--- src/rtl/fifo_pkg.sv ---
// Shared async-FIFO definitions: pointer width and Gray/binary conversion helpers.
// Used by both the read-side and write-side pointer logic.
package fifo_pkg;

    localparam int ADDRESS_SIZE = 3;
    localparam int FIFO_PTR_W   = ADDRESS_SIZE + 1;
    localparam int CONV_W       = 32;

    // Callers zero-extend narrower pointers; leading zeros map to zeros in both directions.
    function automatic logic [CONV_W-1:0] bin2gray(input logic [CONV_W-1:0] bin);
        return bin ^ (bin >> 1);
    endfunction

    function automatic logic [CONV_W-1:0] gray2bin(input logic [CONV_W-1:0] gray);
        logic [CONV_W-1:0] bin;
        bin[CONV_W-1] = gray[CONV_W-1];
        for (int i = CONV_W - 2; i >= 0; i--) begin
            bin[i] = bin[i+1] ^ gray[i];
        end
        return bin;
    endfunction

endpackage

--- src/rtl/read_pointer_empty_gray_to_binary.sv ---
// Combinational Gray-to-binary converter of configurable width.
module gray_to_binary
    import fifo_pkg::*;
#(
    parameter int W = FIFO_PTR_W
) (
    input  logic [W-1:0] gray_i,
    output logic [W-1:0] bin_o
);

    // Width-agnostic conversion through the shared helper.
    always_comb begin
        bin_o = W'(gray2bin(CONV_W'(gray_i)));
    end

endmodule

--- src/rtl/read_pointer_empty.sv ---
// Read-domain pointer, empty flag, occupancy count and underflow pulse for the async FIFO.
// Optional read_almost_empty_o is built only when READ_ALMOST_EMPTY_EN is defined.
module read_pointer_empty
    import fifo_pkg::*;
#(
    parameter int address_size       = ADDRESS_SIZE,
    parameter int almost_empty_level = 1
) (
    input  logic                    read_clk_i,
    input  logic                    read_reset_n_i,
    input  logic                    read_en_i,
    input  logic [address_size:0]   write_to_read_pointer_i,
    output logic [address_size-1:0] read_address_o,
    output logic [address_size:0]   read_pointer_o,
    output logic                    read_empty_o,
    output logic [address_size:0]   read_count_o,
    output logic                    read_underflow_o
`ifdef READ_ALMOST_EMPTY_EN
    ,
    output logic                    read_almost_empty_o
`endif
);

    localparam int PTR_W = address_size + 1;

    if (almost_empty_level < 0 || almost_empty_level > (1 << address_size)) begin : g_level_check
        $error("almost_empty_level out of range");
    end

    logic [PTR_W-1:0] bin_q, bin_d;
    logic [PTR_W-1:0] gray_q, gray_d;
    logic [PTR_W-1:0] count_q, count_d;
    logic             empty_q, empty_d;
    logic             underflow_q, underflow_d;
    logic             accept_s;
    logic [PTR_W-1:0] wbin_s;

    gray_to_binary #(.W(PTR_W)) u_wptr_conv (
        .gray_i (write_to_read_pointer_i),
        .bin_o  (wbin_s)
    );

    // Next-state: advance on accepted read, compare the advanced pointer with the synced write pointer.
    always_comb begin
        accept_s    = read_en_i & ~empty_q;
        bin_d       = bin_q + {{address_size{1'b0}}, accept_s};
        gray_d      = PTR_W'(bin2gray(CONV_W'(bin_d)));
        empty_d     = (gray_d == write_to_read_pointer_i);
        count_d     = wbin_s - bin_d;
        underflow_d = read_en_i & empty_q;
    end

    // State registers; reset leaves the FIFO looking empty.
    always_ff @(posedge read_clk_i or negedge read_reset_n_i) begin
        if (!read_reset_n_i) begin
            bin_q       <= '0;
            gray_q      <= '0;
            count_q     <= '0;
            empty_q     <= 1'b1;
            underflow_q <= 1'b0;
        end else begin
            bin_q       <= bin_d;
            gray_q      <= gray_d;
            count_q     <= count_d;
            empty_q     <= empty_d;
            underflow_q <= underflow_d;
        end
    end

    assign read_address_o   = bin_q[address_size-1:0];
    assign read_pointer_o   = gray_q;
    assign read_empty_o     = empty_q;
    assign read_count_o     = count_q;
    assign read_underflow_o = underflow_q;

`ifdef READ_ALMOST_EMPTY_EN
    localparam logic [PTR_W-1:0] AE_LEVEL = PTR_W'(almost_empty_level);

    logic almost_empty_q;

    // Almost-empty tracks the post-edge occupancy, so it is exact in the same cycle as count.
    always_ff @(posedge read_clk_i or negedge read_reset_n_i) begin
        if (!read_reset_n_i) begin
            almost_empty_q <= 1'b1;
        end else begin
            almost_empty_q <= (count_d <= AE_LEVEL);
        end
    end

    assign read_almost_empty_o = almost_empty_q;
`endif

endmodule

--- config.mk ---
export PLATFORM = sky130hd
export DESIGN_NAME = read_pointer_empty
export DESIGN_NICKNAME = d
export VERILOG_FILES = /design/src/rtl/fifo_pkg.sv /design/src/rtl/read_pointer_empty_gray_to_binary.sv /design/src/rtl/read_pointer_empty.sv
export SDC_FILE = /design/constraint.sdc
export NUM_CORES = 1
export LEC_CHECK = 0
export CORE_MARGIN = 3
export CORE_UTILIZATION = 51
export CTS_BUF_LIST = sky130_fd_sc_hd__clkbuf_8
export CTS_CLUSTER_DIAMETER = 30
export DETAILED_ROUTE_END_ITERATION = 8
export GPL_ROUTABILITY_DRIVEN = 0
export PLACE_DENSITY_LB_ADDON = 0.3
export SKIP_CTS_REPAIR_TIMING = 1
export SLEW_MARGIN = 40
export SYNTH_ARGS = -nofsm -noshare
export SYNTH_HDL_FRONTEND = slang
export SYNTH_SLANG_ARGS = --single-unit
--- constraint.sdc ---
create_clock -name read_clk_i -period 3.6 [get_ports read_clk_i]
set_clock_uncertainty 0.2 [all_clocks]
set_input_delay 0.9 -clock read_clk_i [delete_from_list [all_inputs] [get_ports read_clk_i]]
set_output_delay 0.9 -clock read_clk_i [all_outputs]
set_load 0.02 [all_outputs]
Yosys cells after proc, flatten, opt, wreduce, memory -nomap -nowiden. Index checks and enable logic that the tools add are counted. Widths: inputs -> output; s select.

Register bits: 14. Input bits: 7. Output and inout port bits: 13. Word-level logic and storage cells: 15.

Add/sub/neg operators: 2. Equality and inequality tests: 1. Bitwise operators: 7.

Operator list (number): $add 4x1->4 (1); $eq 4x4->1 (1); $sub 4x4->4 (1); $xor 4x3->4 (1); $xor 1x1->1 (3); $and 1x1->1 (2); $not 1->1 (1).

Logic depth before layout (Yosys ltp).
Depth in word-level cells: 5. Mapped depth: 9. Mapped depth without buffers: 9.

Cells and area by module. Synthesis repeated with hierarchy kept, for this count alone.

Cell total of the unflattened synthesis: 55. Area, all modules: 685.7 µm².

Modules (own cells, without submodules): read_pointer_empty (instances 1, cells each 50, area an instance 635.6 µm², sequential area each 326.6 µm²); gray_to_binary (instances 1, cells each 5, area an instance 50.0 µm², sequential area each 0.0 µm²).

Worst setup path after synthesis. No wires, ideal clock.

Kind: input-to-reg. Start point: input port write_to_read_pointer_i[3]. End point: register count_q[2], in the netlist read_count_o[2]. Setup time: 0.132 ns. Arrival: 2.288 ns. Data required time: 3.268 ns. Path slack: 0.979 ns. Stages: 8. Buffers on the path: 0. Path through: xor2_1 -> xnor2_1 -> xor2_1 -> ha_1 -> inv_1 -> ha_1 -> mux2i_1 -> xnor2_1.

Cells in the longest elaborated chain, start to end: 4.

Ends and longest elaborated chain: start: declaration (RTL line read_pointer_empty.sv:12) `input logic [address_size:0] write_to_read_pointer_i,`; $xor 1x1->1 (*) (RTL line fifo_pkg.sv:18) `bin[i] = bin[i+1] ^ gray[i];`; $xor 1x1->1 (2 in a row) (RTL line fifo_pkg.sv:18); $sub 4x4->4 (*) (RTL line read_pointer_empty.sv:49) `count_d = wbin_s - bin_d;`; named net count_d[2] (RTL line read_pointer_empty.sv:32) `logic [PTR_W-1:0] count_q, count_d;`; end signal: assignment (RTL line read_pointer_empty.sv:64) `count_q <= count_d;`; end: declaration (RTL line read_pointer_empty.sv:32).

The timed path passes the listed nets; every way through them passes the cells marked *.

Worst setup path after layout.
Start point: input port read_en_i. End point: register empty_q, in the netlist read_empty_o.

Cells in the longest elaborated chain, start to end: 4.

Ends and longest elaborated chain: start: declaration (RTL line read_pointer_empty.sv:11) `input logic read_en_i,`; $and 1x1->1 (RTL line read_pointer_empty.sv:45) `accept_s = read_en_i & ~empty_q;`; $add 4x1->4 (RTL line read_pointer_empty.sv:46) `bin_d = bin_q + {{address_size{1'b0}}, accept_s};`; named net bin_d[2] (RTL line read_pointer_empty.sv:30) `logic [PTR_W-1:0] bin_q, bin_d;`; $xor 4x3->4 (RTL line fifo_pkg.sv:11) `return bin ^ (bin >> 1);`; $eq 4x4->1 (RTL line read_pointer_empty.sv:48) `empty_d = (gray_d == write_to_read_pointer_i);`; named net empty_d (RTL line read_pointer_empty.sv:33) `logic empty_q, empty_d;`; end signal: assignment (RTL line read_pointer_empty.sv:65) `empty_q <= empty_d;`; end: declaration (RTL line read_pointer_empty.sv:33).

The timed path passes the listed nets, and every way through them passes these cells.

==> impl_metrics.yaml <==
status:
  status: "completed"
worst_setup_path:
  cp.arrival_ps: 2930
  cp_max_fo: 7
  critPathLaunchType: "primary input"
  worstPathRequired_ps: 3560
  r2r_cells: 7
  critPathCaptureType: "flop"
  rrSetupSlack_ps: 1340
  path_class: "primary input to flop"
global_route:
  grt_pass1_vias: 490
  grt.overflow.total: 0
  grt_max_degree: 14
  antenna_found_initial: 0
  grt_pass1_wl_um: 2170
  track_usage_pct: 16.7
power_and_ir_drop:
  finalPower_uw: 1050
  powerDensity_nw_per_um2: 1140
  peakVddDrop_uv: 574
  p_leak_uw: 0.000413
synthesis:
  synth_seq_cells: 13
  synth_fa_ha_area_share_pct: 9.14
  syn_area_um2: 684
  synth_compound_area_share_pct: 4.57
  synth_cells: 58
  synth_cell_types: 22
  synth_nets: 70
  synth-xor-area-share_pct: 22.9
  yosys_warnings: 0
  yosys-mux-area-fraction_pct: 2.93
  synth_top_family_by_area: "XOR/XNOR gates"
  synth.avg_cell_area_um2: 11.8
  yosys.area_share.simple_pct: 8.78
  yosysSeqAreaShare_pct: 47.7
die:
  die_w_um: 42.6
  io_pins: 20
  die_h_um: 42.6
  fp.coreArea_um2: 1190
  rows: 12
  die_area_um2: 1820
  start_util_pct: 57.7
hold_path:
  hp-class: "flop to flop"
  min_path_cells: 1
timing:
  timing_worst_slew_pin_value_ps: 573
  rsz0062_at_grt: "no"
  finalSetupViolCount: 0
  hold_viol: 0
  slew_headroom_pct: 61.7
  setup_ws_ps: 629
  drv_slew: 0
  period_share_pct: 82.5
  period_minus_slack_ps: 2970
  fmax_mhz: 337
  fin_setup_tns_ps: 0
cells_and_area:
  nets: 93
  layout_commonest_cell: "clkdlybuf4s50_1"
  final_cell_mix: "19 x clkdlybuf4s50_1, 12 x dfrtp_1, 9 x xor2_1"
  nFillCells: 86
  drive_gt1_share_pct: 7.50
  antenna_cells: 0
  seq_area_um2: 327
  multiInputGateArea_um2: 330
  layout-area-overhead-vs-synth_pct: 35.6
  final_util_pct: 78.3
placement:
  io_buffers: 19
  dp_hpwl_um: 952
  place_ws_ps: 386
cts:
  cts-root-buf: "clkbuf_8"
  h-tree-depth: 1
  clk_latency_ps: 240
  cts_tree: "done"
  cts.clk_slew.worst_paths_ps: 50
  numCtsBuffers: 3
  clockBufferDepth: 2
  cts_sinks: 13
drt:
  drtIter0Drc: 4
  drcViolationCount: 0
  drt-wirelength-per-cell_um: 13.0
  ant_nets: 0
  vias: 484
  first_pass_iters: 4
  viasPerCell: 5.15
  routed_wl_um: 1230
flow_run:
  max_cap_viol_count: 0
==> power by group <==
group	switching, µW	internal [µW]
combinational	346	312
clock	48.1	75.0
sequential	41.6	232
total	436	619
==> final timing paths <==
kind / startpoint / endpoint
hold reg to reg: read_empty_o / read_underflow_o
min in group asynchronous: read_reset_n_i / read_pointer_o[0]
max in group asynchronous: read_reset_n_i / bin_q[0]
setup reg to reg: read_empty_o / read_count_o[2]
hold / removal: read_empty_o / read_underflow_o
setup / recovery: read_en_i / read_empty_o
==> stage by stage <==
stage	instances	hold slack [ps]	cell area (µm²)
floorplan	58	385	684
global placement	90	341	883
detailed placement	90	344	883
CTS	94	354	928
global route	94	375	928
finish	94	351	928
==> worst max-delay path, cell delays in order <==
cell	delay (ps)
clkdlybuf4s50_1	460
nor2b_1	200
ha_1	190
ha_1	240
xor2_2	370
xor2_1	200
and3_1	170
o21ai_1	60
nor2_1	130
==> cells in the mapped netlist (all sizes together) <==
cell type / n / area (µm²)
dfrtp: 12 / 300
xor2: 10 / 95.1
xnor2: 7 / 61.3
ha: 5 / 62.6
inv: 3 / 11.3
mux2i: 2 / 20.0
nand2b: 2 / 12.5
nand3: 2 / 10.0
nor2: 2 / 7.51
o21ai: 2 / 10.0
a21boi: 1 / 7.51
a22oi: 1 / 7.51
a31oi: 1 / 6.26
and2: 1 / 6.26
and3: 1 / 6.26
buf: 1 / 11.3
clkbuf: 1 / 5.00
dfstp: 1 / 26.3
nor2b: 1 / 6.26
nor3: 1 / 5.00
nor4: 1 / 6.26
==> kinds of logic (layout without fill, tap and decap cells) <==
logic type / count (synthesis) / after routing
xor+xnor: 17 / 17
flops: 13 / 13
simple gates: 11 / 11
fa+ha+maj: 5 / 5
compound gates: 5 / 5
buf+inv: 5 / 27
mux: 2 / 2
==> metal layers <==
| layer | share of wire, % | vias up | GRT usage (%) | wire length [µm] |
|---|---|---|---|---|
| li1 | - | 234 | - | - |
| met1 | 44 | 234 | 19.9 | 545 |
| met2 | 50 | 14 | 27.2 | 614 |
| met3 | 4.3 | 2 | 3.86 | 53 |
| met4 | 0.98 | 0 | 9.32 | 12 |
| met5 | 0 | - | 0 | 0 |
==> layout make-up <==
type,count,share of cell area [%]
clock inverters,1,0.404
multi-input cells,40,35.6
inverters,3,1.21
clock buffers,3,4.45
well taps,14,1.89
flip-flops and latches,13,35.2
repair buffers,20,21.3
==> sequential cells by signal, indices dropped and copies added (netlist names) <==
name	count
read_count_o	4
bin_q	4
read_pointer_o	3
read_empty_o	1
read_underflow_o	1
No activity file was read; power rests on OpenSTA's default activity.
